<file path="config.mk">
export PLATFORM = sky130hd
export DESIGN_NAME = seq_div
export DESIGN_NICKNAME = d
export VERILOG_FILES = /design/src/rtl/seq_div.sv
export SDC_FILE = /design/constraint.sdc
export NUM_CORES = 1
export LEC_CHECK = 0
export BUFFER_PORTS_ARGS = -buffer_cell sky130_fd_sc_hd__buf_2
export CAP_MARGIN = 10
export CELL_PAD_IN_SITES_DETAIL_PLACEMENT = 1
export CELL_PAD_IN_SITES_GLOBAL_PLACEMENT = 2
export CORE_MARGIN = 2
export CORE_UTILIZATION = 39
export DETAILED_ROUTE_END_ITERATION = 8
export PLACE_DENSITY_LB_ADDON = 0.1
export SLEW_MARGIN = 20
export SYNTH_ARGS = -nofsm -noshare
export SYNTH_HDL_FRONTEND = slang
export SYNTH_SLANG_ARGS = --single-unit
</file>
<file path="constraint.sdc">
create_clock -name Clk -period 10.37 [get_ports Clk]
set_clock_uncertainty 0.05 [all_clocks]
set_input_delay 0 -clock Clk [delete_from_list [all_inputs] [get_ports Clk]]
set_output_delay 0 -clock Clk [all_outputs]
set_load 0.01 [all_outputs]
</file>
<file path="src/rtl/seq_div.sv">
// Multi-cycle radix-2 restoring integer divider with signed/unsigned modes,
// divide-by-zero flagging and valid/ready handshakes on operand and result sides.
module seq_div #(
    parameter int unsigned DATAWIDTH = 32,
    parameter bit          SIGNED_EN = 1'b1
) (
    input  logic                 Clk,
    input  logic                 Rst,
    input  logic                 in_valid,
    output logic                 in_ready,
    input  logic                 in_signed,
    input  logic [DATAWIDTH-1:0] a,
    input  logic [DATAWIDTH-1:0] b,
    output logic                 out_valid,
    input  logic                 out_ready,
    output logic [DATAWIDTH-1:0] quot,
    output logic [DATAWIDTH-1:0] rem,
    output logic                 div_zero
);
    localparam int unsigned CW = $clog2(DATAWIDTH + 1);

    localparam logic [1:0] IDLE = 2'd0;
    localparam logic [1:0] CALC = 2'd1;
    localparam logic [1:0] FIX  = 2'd2;
    localparam logic [1:0] DONE = 2'd3;

    logic [1:0]           state;
    logic [CW-1:0]        cnt;
    logic [DATAWIDTH-1:0] dvd;    // dividend shifts out, quotient bits shift in
    logic [DATAWIDTH-1:0] dvs;
    logic [DATAWIDTH-1:0] prem;
    logic                 neg_q;
    logic                 neg_r;
    logic                 zero_p;

    logic                 sgn;
    logic [DATAWIDTH-1:0] abs_a;
    logic [DATAWIDTH-1:0] abs_b;
    logic [DATAWIDTH:0]   shifted;
    logic [DATAWIDTH:0]   trial;
    logic [DATAWIDTH-1:0] q_fix;
    logic [DATAWIDTH-1:0] r_fix;

    always_comb begin
        sgn     = SIGNED_EN && in_signed;
        abs_a   = (sgn && a[DATAWIDTH-1]) ? -a : a;
        abs_b   = (sgn && b[DATAWIDTH-1]) ? -b : b;
        shifted = {prem, dvd[DATAWIDTH-1]};
        trial   = shifted - {1'b0, dvs};
        q_fix   = neg_q ? -dvd : dvd;
        r_fix   = neg_r ? -prem : prem;
    end

    assign in_ready = (state == IDLE);

    always_ff @(posedge Clk or posedge Rst) begin
        if (Rst) begin
            state     <= IDLE;
            cnt       <= '0;
            dvd       <= '0;
            dvs       <= '0;
            prem      <= '0;
            neg_q     <= 1'b0;
            neg_r     <= 1'b0;
            zero_p    <= 1'b0;
            out_valid <= 1'b0;
            quot      <= '0;
            rem       <= '0;
            div_zero  <= 1'b0;
        end else begin
            case (state)
                IDLE: begin
                    if (in_valid) begin
                        prem <= '0;
                        if (b == '0) begin
                            dvd    <= a;
                            zero_p <= 1'b1;
                            state  <= FIX;
                        end else begin
                            dvd    <= abs_a;
                            dvs    <= abs_b;
                            neg_r  <= sgn && a[DATAWIDTH-1];
                            neg_q  <= sgn && (a[DATAWIDTH-1] ^ b[DATAWIDTH-1]);
                            zero_p <= 1'b0;
                            cnt    <= CW'(DATAWIDTH);
                            state  <= CALC;
                        end
                    end
                end
                CALC: begin
                    // Negative trial result means restore the shifted value.
                    if (trial[DATAWIDTH]) begin
                        prem <= shifted[DATAWIDTH-1:0];
                    end else begin
                        prem <= trial[DATAWIDTH-1:0];
                    end
                    dvd <= {dvd[DATAWIDTH-2:0], ~trial[DATAWIDTH]};
                    cnt <= cnt - CW'(1);
                    if (cnt == CW'(1)) begin
                        state <= FIX;
                    end
                end
                FIX: begin
                    if (zero_p) begin
                        quot     <= '1;
                        rem      <= dvd;
                        div_zero <= 1'b1;
                    end else begin
                        quot     <= q_fix;
                        rem      <= r_fix;
                        div_zero <= 1'b0;
                    end
                    out_valid <= 1'b1;
                    state     <= DONE;
                end
                DONE: begin
                    if (out_ready) begin
                        out_valid <= 1'b0;
                        state     <= IDLE;
                    end
                end
                default: state <= IDLE;
            endcase
        end
    end
endmodule
</file>
==> summary.txt, run 1 <==
Logic synthesis
  – Fraction of the mapped netlist area in compound gates: 21.0%
  – Post-synthesis adder-cell area fraction: 4.67%
  – Simple-Gate Fraction of Synth Area: 15.8%
  – Post-synthesis average cell area: 8.64 sq um
  – Netlist area before placement: 0.0117 sq mm
  – Fraction of synthesized cell area in xor and xnor cells: 10.9%
  – Synthesis warning total: 0
  – Multiplexer share of the synthesized area: 6.10%
  – Top cell type's share of synthesized area: 37.1%
  – Part of the Yosys area used for sequential elements: 37.1%
  – Share of synthesized flip-flops with an asynchronous set or reset: 100%
  – Number of flops mapped to enable cells by yosys: 0
  – Nets in the synthesized netlist: 1,463
  – Count of different cell masters after synthesis: 67
  – Number of flip-flops and latches in the synthesized netlist: 173
  – Post-synth top flop: dfrtp_1
  – Post-Synthesis Cells: 1,351
  – Cell type with the largest total area after synthesis: dfrtp_1
  – Combinational family with the most area after synthesis: compound AO/OA/AOI/OAI gates
  – Leading cell types by total area after synthesis: dfrtp_1 (37%), o21ai_0 (7.0%), nand2_1 (5.9%)

Outcome
  – Status: finished, final reports clean

CTS
  – Clk_lat worst skew: 0.44 ns
  – CTS tree: yes
  – Clk pin slew, worst setup/hold paths: 0.07 ns
  – CTS root buf: clkbuf_16
  – CTS buffer count: 17
  – Maximum clock path buffer count: 2
  – Sinks on the clock net: 173
  – Number of H-tree levels: 4

Floorplan
  – Y dimension of the die: 177 microns
  – Die width: 177 microns
  – CORE AREA: 0.0296 sq mm
  – Number of placement rows: 63
  – Die area: 0.0313 sq mm
  – Boundary Pins: 136
  – Initial Util: 39.5%

Timing
  – Final min period: 4.25 ns
  – Least-Margin Pin Slew: 1.06 ns
  – Least setup slack across all paths after layout: 6.12 ns
  – RSZ-0062 raised after global routing: false
  – Count of final hold-check violations: 0
  – Number of setup violations in the final report: 0
  – Max-slew violation count: 0
  – TNS Setup: 0 ns
  – Final hold slack: 0.0315 ns
  – Max_slew headroom: 29.3%
  – Highest Clock Rate: 0.235 GHz
  – Post-route clock period utilization: 41.0%

Worst hold path
  – Startpoint of the lowest-slack hold path: a[15]
  – Class of the most critical hold timing path: primary input to flip-flop

Layout
  – P&R area growth vs syn: 18.2%
  – Most common cell after layout, fill and taps aside: nand2_1
  – Layout cell share with drive strength beyond 1: 15.6%
  – Highest-count cells in the layout ignoring fill and taps: nand2_1 (183), dfrtp_1 (172), o21ai_0 (163), buf_2 (135), a21oi_1 (84)
  – Share of the core filled with cells: 46.7%
  – Nets: 1,614
  – Inserted Diodes: 0

Pwr
  – P_leak: 6.04 nW
  – Power Density: 276 mW/mm^2
  – Peak supply drop: 0.150 mV
  – Total Power Consumption: 3.80 mW

Global routing
  – GRT Resource Usage Total: 23.4%
  – Global-route wire length before repair: 57.6 mm
  – Maximum number of pins on one net before global-route repair: 103
  – Aggregate global routing overflow: 0
  – Via count of the first global-routing pass: 10.6k
  – Number of antenna violations at the first check in global routing: 0

Routing
  – Via count: 10.4k
  – Vias/cell: 5.46
  – Initial detailed-routing violation count: 483
  – Remaining antenna violation count: 0
  – TritonRoute pass-1 iters: 5
  – Average routed wire per standard cell: 18.9 microns
  – Overall routed net length: 36.1 mm
  – DRC violation count after routing: 0

Setup path
  – Kind of start point of the critical path: flip-flop
  – Biggest fanout along the worst timing path: 14
  – Critical Path End Type: flip-flop
  – Critical path data required time: 10.60 ns
  – Arrival time at the worst endpoint: 4.48 ns
  – Critical path origin: prem[4]
  – Setup Crit Path Kind: flip-flop to flip-flop
  – Critical register-to-register path startpoint: prem[4]

Place
  – Gp weighted congestion: 0.861
  – Buffers added on ports: 135
  – Dpl ws: 6.17 ns
  – Sum of net half-perimeters after detailed placement: 26.1 mm

Run
  – Count of max-cap constraint violations: 0
## cells in the mapped netlist (all sizes together) (10+ instances only)
| library cell | n |
|---|---|
| o22a | 29 |
| or4 | 15 |
| xor2 | 69 |
| o41ai | 16 |
| nor4 | 13 |
| nor3 | 10 |
| clkbuf | 65 |
| o21ai | 165 |
| inv | 58 |
| o31ai | 24 |
| dfrtp | 173 |
| a211oi | 11 |
| ha | 42 |
| a21oi | 85 |
| xnor2 | 76 |
| mux2i | 34 |
| nand2 | 183 |
| or3 | 10 |
| nor2 | 81 |
| nand2b | 22 |
| nand3 | 14 |
| mux2 | 33 |
## flip-flops by register name, indices dropped and copies added (netlist names)
| name | count |
|---|---|
| zero_p | 1 |
| quot | 32 |
| out_valid | 1 |
| rem | 32 |
| div_zero | 1 |
| state | 2 |
| neg_r | 1 |
| neg_q | 1 |
| dvs | 32 |
| cnt | 6 |
| prem | 32 |
| dvd | 32 |
## critical path, cell delays in order, from the launching register on
cell	delay, ns
dfrtp_1	0.44
ha_1	0.35
a21o_1	0.22
a211oi_1	0.31
a21oi_1	0.18
a2111oi_0	0.73
nor2_1	0.28
a211oi_4	0.78
buf_4	0.40
mux2i_1	0.24
o21ai_0	0.10
## cell type report
type | instances | area, sq um
inverters | 58 | 223
clock buffers | 17 | 425
fillers | 3507 | 15800
clock inverters | 15 | 115
repair buffers | 207 | 1370
flip-flops and latches | 173 | 4330
well taps | 390 | 488
multi-input cells | 1045 | 6860
## cells by family after synthesis
logic type,after synthesis
adder cells (fa/ha/maj),43
AND/OR/NAND/NOR,392
AO/OA/AOI/OAI,398
multiplexers,67
XOR/XNOR,145
flip-flops,173
buffers and inverters,133
## worst paths after layout
kind | cells after the start | slack, ns | to
max | 10 | 6.12 | prem[25]
min in group asynchronous | 3 | 0.28 | cnt[1]
min | 5 | 0.03 | dvd[15]
max in group asynchronous | 4 | 8.38 | zero_p
min reg2reg | 2 | 0.44 | dvs[26]
max reg2reg | 10 | 6.12 | prem[25]
## per-stage QoR
| step | std cells | cell area [sq um] |
|---|---|---|
| after floorplan | 1351 | 11700 |
| after global placement | 1812 | 12700 |
| after detailed placement | 1812 | 12700 |
| after CTS | 1905 | 13800 |
| after global routing | 1905 | 13800 |
| final | 1905 | 13800 |
## layer usage
| metal | vias up | GRT usage [%] | share of wire, % |
|---|---|---|---|
| met5 | - | 0 | 0 |
| met4 | 0 | 4.92 | 0.98 |
| met3 | 19 | 2.86 | 2.6 |
| met2 | 178 | 39.3 | 48 |
| met1 | 5120 | 32.4 | 49 |
| li1 | 5077 | - | - |
## power by group
part / switching, mW / total, mW / internal, mW
sequential: 0.257 / 1.20 / 0.945
combinational: 1.18 / 1.99 / 0.810
clock: 0.306 / 0.616 / 0.311
total: 1.74 / 3.80 / 2.07
## repair_timing
action                                  4_1_cts  5_1_grt
endpoints found under the setup margin        0        0
buffers inserted                              0        0
hold buffers                                 61        0
endpoints found under the hold margin       156        0
gates resized for setup                       0        0
Note: power is estimated with default switching activity, not from simulation.
==> run 2: changes to the inputs <==
Settings changed: CORE_UTILIZATION 39 to 36.
Clock period 10.37 ns to 4.1 ns, I/O delays scaled along.
==> summary.txt, run 2 (synthesized netlist as in run 1, its figures left out) <==
Layout
  – Filler-free cell count of the finished design: 1,932 (+1.4%)
  – Highest-count cells in the layout ignoring fill and taps: nand2_1 (183), dfrtp_1 (171), o21ai_0 (163), buf_2 (135), a21oi_1 (84)
  – Most common cell after layout, fill and taps aside: nand2_1
  – Layout cell share with drive strength beyond 1: 16.3% (+0.76 points)
  – Inserted Diodes: 0 (unchanged)
  – P&R area growth vs syn: 20.4%
  – Nets: 1,631 (+1.1%)
  – Number of inserted filler cells in the final layout: 3,743 (+6.7%)

Setup path
  – Critical Path End Type: flip-flop
  – Biggest fanout along the worst timing path: 20 (+6)
  – Critical path data required time: 4.36 ns (-6.24 ns)
  – Worst r2r path cells: 13 (+3)
  – Register-to-register setup slack: 0.50 ns (-5.63 ns)
  – Delay-heaviest family, CP: compound AO/OA/AOI/OAI gates
  – Kind of start point of the critical path: flip-flop
  – Cell breakdown of the critical path: inv_1, ha_1, fa_1, nand2b_1, a21o_1, a21oi_1, a2111oi_0, buf_4, nor2_1, a211o_1, nor2_1, a21oi_1, o21ai_0
  – Reg2reg end: prem[2]
  – Max incr delay on CP: 0.70 ns (-0.08 ns)
  – Slowest CP cell: a211o_1
  – Setup Crit Path Kind: flip-flop to flip-flop
  – Arrival time at the worst endpoint: 3.86 ns (-0.62 ns)
  – Number of buffers and inverters on the critical path: 2 (+1)
  – Critical register-to-register path startpoint: dvd[31]

Pwr
  – Net switching component of the power: 4.25 mW (+140%)
  – Total Power Consumption: 9.80 mW (+160%)
  – Seq pwr share: 31.6% (about the same)
  – Power share of the combinational group: 50.1% (-2.1 points)
  – Switching share of power: 43.4% (-2.3 points)
  – Peak supply drop: 0.376 mV (+150%)
  – Power Density: 697 mW/mm^2 (+150%)
  – P_leak: 6.17 nW (+2.1%)
  – Internal portion of total power: 5.55 mW (+170%)
  – Relative contribution of the clock network to total power: 18.2% (+2.0 points)

CTS
  – Setup bufs post-CTS: 0 (unchanged)
  – Hold buffers post-CTS: 63 (+3.3%)
  – Clk pin slew, worst setup/hold paths: 0.07 ns (about the same)
  – CTS root buf: clkbuf_16
  – CTS tree: yes
  – Maximum clock path buffer count: 2 (unchanged)
  – Sinks on the clock net: 173 (unchanged)
  – Number of H-tree levels: 4 (unchanged)
  – Clk_lat worst skew: 0.44 ns (about the same)
  – CTS buffer count: 17 (unchanged)
  – Resize count post-CTS: 0 (unchanged)

Place
  – Sum of net half-perimeters after detailed placement: 26.6 mm (+2.0%)
  – Buffers added on ports: 135 (unchanged)
  – Dpl ws: 0.489 ns (-5.68 ns)
  – DP Cell Count: 1,839 (+1.5%)
  – Gp weighted congestion: 0.845 (-1.8%)

Timing
  – Post-route clock period utilization: 87.9% (+47 points)
  – Count of final hold-check violations: 0 (unchanged)
  – Least setup slack across all paths after layout: 0.496 ns (-5.63 ns)
  – Max_slew headroom: 28.1% (-1.2 points)
  – Final min period: 3.60 ns (-0.643 ns)
  – Highest Clock Rate: 0.277 GHz (+18%)
  – TNS Setup: 0 ns (unchanged)
  – Number of setup violations in the final report: 0 (unchanged)
  – RSZ-0062 raised after global routing: false
  – Max-slew violation count: 0 (unchanged)
  – Least-Margin Pin Slew: 1.08 ns (+0.0180 ns)

Floorplan
  – Y dimension of the die: 184 microns (+4.0%)
  – Number of placement rows: 65 (+3.2%)
  – CORE AREA: 0.0317 sq mm (+7.3%)
  – Die width: 184 microns (+4.0%)
  – Die area: 0.0339 sq mm (+8.1%)
  – Initial Util: 36.8% (-2.7 points)
  – Boundary Pins: 136 (unchanged)

Outcome
  – Status: finished, final reports clean

Routing
  – Via count: 10.5k (+0.65%)
  – DRC violation count after routing: 0 (unchanged)
  – Initial detailed-routing violation count: 448 (-7.2%)
  – Vias/cell: 5.42 (-0.75%)
  – Overall routed net length: 36.2 mm (+0.19%)
  – Average routed wire per standard cell: 18.7 microns (-1.2%)
  – TritonRoute pass-1 iters: 5 (unchanged)
  – Remaining antenna violation count: 0 (unchanged)

Worst hold path
  – Hold Path Cell Cnt: 5 (unchanged)
  – Startpoint of the lowest-slack hold path: a[3]
  – Worst hold path endpoint: dvd[3]
  – Class of the most critical hold timing path: primary input to flip-flop

Global routing
  – GRT Resource Usage Total: 22.1% (-1.3 points)
  – Global-route wire length before repair: 58.6 mm (+1.7%)
  – Aggregate global routing overflow: 0 (unchanged)
  – Number of antenna violations at the first check in global routing: 0 (unchanged)
  – Maximum number of pins on one net before global-route repair: 174 (+69%)
  – Via count of the first global-routing pass: 10.7k (+0.92%)

Run
  – Count of max-cap constraint violations: 0 (unchanged)
==> run 2: cell count changes in the layout (fill, tap and decap cells not counted), moves of 2 or more <==
| cell | change |
|---|---|
| buf_4 | +14 |
| bufinv_16 | +4 |
| clkbuf_8 | +3 |
| clkinv_2 | -2 |
| dlygate4sd3_1 | +2 |
| inv_6 | -5 |
==> run 2: worst register-to-register path, cell delays in order, from the launching register on <==
cell	delay (ns)
dfrtp_1	0.38
inv_1	0.09
ha_1	0.22
fa_1	0.39
nand2b_1	0.18
a21o_1	0.19
a21oi_1	0.21
a2111oi_0	0.17
buf_4	0.16
nor2_1	0.40
a211o_1	0.70
nor2_1	0.11
a21oi_1	0.14
o21ai_0	0.09
==> run 2: worst max path at each step <==
| stage | from | end | slack [ns] | depth (start not counted) |
|---|---|---|---|---|
| CTS | prem[12] | prem[8] | 0.44 | 10 |
| finish | dvd[31] | prem[2] | 0.50 | 13 |
| floorplan | prem[4] | prem[11] | 0.93 | 10 |
| global route | dvd[31] | prem[10] | 0.19 | 13 |
| global placement | prem[12] | prem[8] | 0.53 | 10 |
| detailed placement | prem[12] | prem[8] | 0.49 | 10 |
==> run 2: layout make-up <==
type	count	area, sq um	area share (%)
clock inverters	10	164	1.17
inverters	58	221	1.58
multi-input cells	1045	6860	48.8
flip-flops and latches	173	4330	30.8
well taps	402	503	3.58
repair buffers	224	1510	10.8
clock buffers	20	467	3.32
==> run 2: metal layers <==
layer | global-route usage, % | part of all wire [%]
met1 | 30.0 | 48
met2 | 38.0 | 48
met3 | 2.47 | 2.6
met4 | 4.74 | 1.1
met5 | 0 | 0
==> run 2: power by group through the flow <==
stage               Sequential [mW]  Clock (mW)  Combinational [mW]
floorplan                      2.94           0                3.53
global placement               3.11           0                4.87
detailed placement             3.14           0                4.93
CTS                            3.11        1.84                5.00
global route                   3.22        1.90                5.59
finish                         3.10        1.79                4.91
==> run 2: through the flow <==
| step | area [sq um] | utilization, % | hold WS [ns] |
|---|---|---|---|
| after CTS | 14100 | 44.3 | 0.000274 |
| after detailed placement | 12800 | 40.3 | 0.165 |
| after global routing | 14100 | 44.3 | 0.0302 |
| after global placement | 12800 | 40.3 | 0.159 |
| after floorplan | 11700 | - | 0.0586 |
| final | 14100 | 44.3 | 0.0197 |
==> run 3: changes to the inputs <==
Settings changed: CAP_MARGIN 10 to not set, CORE_UTILIZATION 36 to 39, MAX_ROUTING_LAYER set to met4.
Clock period 4.1 ns to 4.3 ns, I/O delays scaled along.
==> summary.txt, run 3 (synthesized netlist as in run 1, its figures left out) <==
Timing
  – RSZ-0062 raised after global routing: false
  – Least-Margin Pin Slew: 1.05 ns (-0.0281 ns)
  – Count of final hold-check violations: 0 (unchanged)
  – Final min period: 3.75 ns (+0.151 ns)
  – Number of setup violations in the final report: 0 (unchanged)
  – Highest Clock Rate: 0.266 GHz (-4.0%)
  – TNS Setup: 0 ns (unchanged)
  – Max_slew headroom: 29.8% (+1.7 points)
  – Least setup slack across all paths after layout: 0.545 ns (+0.0493 ns)
  – Post-route clock period utilization: 87.3% (-0.58 points)
  – Max-slew violation count: 0 (unchanged)

Pwr
  – P_leak: 6.12 nW (-0.77%)
  – Power Density: 668 mW/mm^2 (-4.1%)
  – Peak supply drop: 0.471 mV (+25%)

Layout
  – Highest-count cells in the layout ignoring fill and taps: nand2_1 (183), dfrtp_1 (172), o21ai_0 (163), buf_2 (135), a21oi_1 (84)
  – Register cell area after layout: 0.00433 sq mm (about the same)
  – Nets: 1,626 (-0.31%)
  – P&R area growth vs syn: 19.6%
  – Share of the core filled with cells: 47.2% (+2.9 points)
  – Most common cell after layout, fill and taps aside: nand2_1
  – Layout cell share with drive strength beyond 1: 16.1% (-0.23 points)
  – Area used by multi-input combinational logic: 0.00686 sq mm (unchanged)
  – Number of inserted filler cells in the final layout: 3,481 (-7.0%)
  – Filler-free cell count of the finished design: 1,918 (-0.72%)

Setup path
  – Delay-heaviest family, CP: compound AO/OA/AOI/OAI gates
  – Cell breakdown of the critical path: ha_1, a21o_1, a211oi_1, a21oi_1, a2111oi_0, nor2_1, a211oi_4, buf_4, mux2i_1, o21ai_0
  – Biggest fanout along the worst timing path: 16 (-20%)
  – Arrival time at the worst endpoint: 4.01 ns (+0.15 ns)
  – Setup Crit Path Kind: flip-flop to flip-flop
  – Number of buffers and inverters on the critical path: 1 (-1)
  – Register-to-register setup slack: 0.55 ns (+0.05 ns)
  – Critical path depth in cells: 10 (-3)
  – Worst r2r path cells: 10 (-3)
  – Max incr delay on CP: 0.69 ns (about the same)
  – Kind of start point of the critical path: flip-flop
  – Critical path data required time: 4.56 ns (+0.20 ns)
  – Critical Path End Type: flip-flop
  – Slowest CP cell: a2111oi_0

Routing
  – Via count: 10.4k (-0.13%)
  – Vias/cell: 5.45 (+0.60%)
  – Average routed wire per standard cell: 19.1 microns (+1.9%)
  – DRC violation count after routing: 0 (unchanged)
  – TritonRoute pass-1 iters: 5 (unchanged)
  – Remaining antenna violation count: 0 (unchanged)
  – Overall routed net length: 36.6 mm (+1.2%)
  – Initial detailed-routing violation count: 549 (+23%)

CTS
  – CTS root buf: clkbuf_16
  – Resize count post-CTS: 0 (unchanged)
  – Sinks on the clock net: 173 (unchanged)
  – Clk_lat worst skew: 0.45 ns (about the same)
  – Hold buffers post-CTS: 62 (-1.6%)
  – Number of H-tree levels: 4 (unchanged)
  – CTS tree: yes
  – Setup bufs post-CTS: 0 (unchanged)
  – CTS buffer count: 17 (unchanged)
  – Maximum clock path buffer count: 2 (unchanged)
  – Clk pin slew, worst setup/hold paths: 0.08 ns (about the same)

Worst hold path
  – Class of the most critical hold timing path: primary input to flip-flop
  – Hold Path Cell Cnt: 5 (unchanged)

Floorplan
  – Boundary Pins: 136 (unchanged)
  – Initial Util: 39.5% (+2.7 points)
  – CORE AREA: 0.0296 sq mm (-6.8%)
  – Number of placement rows: 63 (-3.1%)
  – Die area: 0.0313 sq mm (-7.5%)
  – Die width: 177 microns (-3.8%)
  – Y dimension of the die: 177 microns (-3.8%)

Global routing
  – Global-route wire length before repair: 58.5 mm (-0.19%)
  – Via count of the first global-routing pass: 10.7k (+0.21%)
  – Aggregate global routing overflow: 0 (unchanged)
  – Number of antenna violations at the first check in global routing: 1 (+1)
  – GRT Resource Usage Total: 24.6% (+2.4 points)
  – Maximum number of pins on one net before global-route repair: 88 (-49%)

Place
  – Dpl ws: 0.599 ns (+0.111 ns)
  – DP Cell Count: 1,823 (-0.87%)
  – Buffers added on ports: 135 (unchanged)
  – Gp weighted congestion: 0.856 (+1.3%)
  – Sum of net half-perimeters after detailed placement: 27.0 mm (+1.4%)

Outcome
  – Status: finished, final reports clean

Run
  – Count of max-cap constraint violations: 0 (unchanged)
[run 3: cell count changes in the layout (fill, tap and decap cells not counted), moves of 2 or more]
cell and delta:
buf_4 -4, inv_6 +3, clkbuf_8 -3, bufinv_16 -2
[run 3: power breakdown]
part	total, mW	internal [mW]	switching [mW]
sequential	2.92	2.28	0.644
clock	1.61	0.868	0.746
combinational	4.80	1.99	2.81
total	9.33	5.14	4.20
[run 3: metrics by stage]
| stage | hold slack (ns) | total power [mW] | cell area, sq um |
|---|---|---|---|
| 5_1_grt | 0.0522 | 10.1 | 14000 |
| 4_1_cts | 0.0110 | 9.43 | 14000 |
| 3_3_place_gp | 0.121 | 7.60 | 12700 |
| 2_1_floorplan | 0.0586 | 6.17 | 11700 |
| 6_report | 0.0354 | 9.33 | 14000 |
| 3_5_place_dp | 0.140 | 7.73 | 12700 |
[run 3: worst paths after layout]
kind	startpoint	to
min	a[6]	dvd[6]
min in group asynchronous	Rst	dvd[7]
max reg2reg	prem[4]	prem[12]
max	prem[4]	prem[12]
min reg2reg	dvs[19]	dvs[19]
max in group asynchronous	Rst	prem[12]
[run 3: layer usage]
metal / global-route usage, % / part of all wire, % / vias to the layer above
li1: - / - / 5093
met1: 32.4 / 48 / 5155
met2: 39.9 / 48 / 173
met3: 3.33 / 3.0 / 27
met4: 6.16 / 1.3 / 0
met5: - / 0 / -
[run 3: tightest hold or removal path, stage by stage]
cell	delay, ns
buf_2	0.14
xor2_1	0.08
nor2_1	0.09
a21oi_1	0.04
o21ai_0	0.14
[run 3: final cells by class]
class	count	share of cell area, %
diodes	1	0.0179
clock buffers	18	3.07
clock inverters	14	1.16
inverters	58	1.59
multi-input cells	1045	49.1
flip-flops and latches	173	31.0
well taps	390	3.49
repair buffers	219	10.6
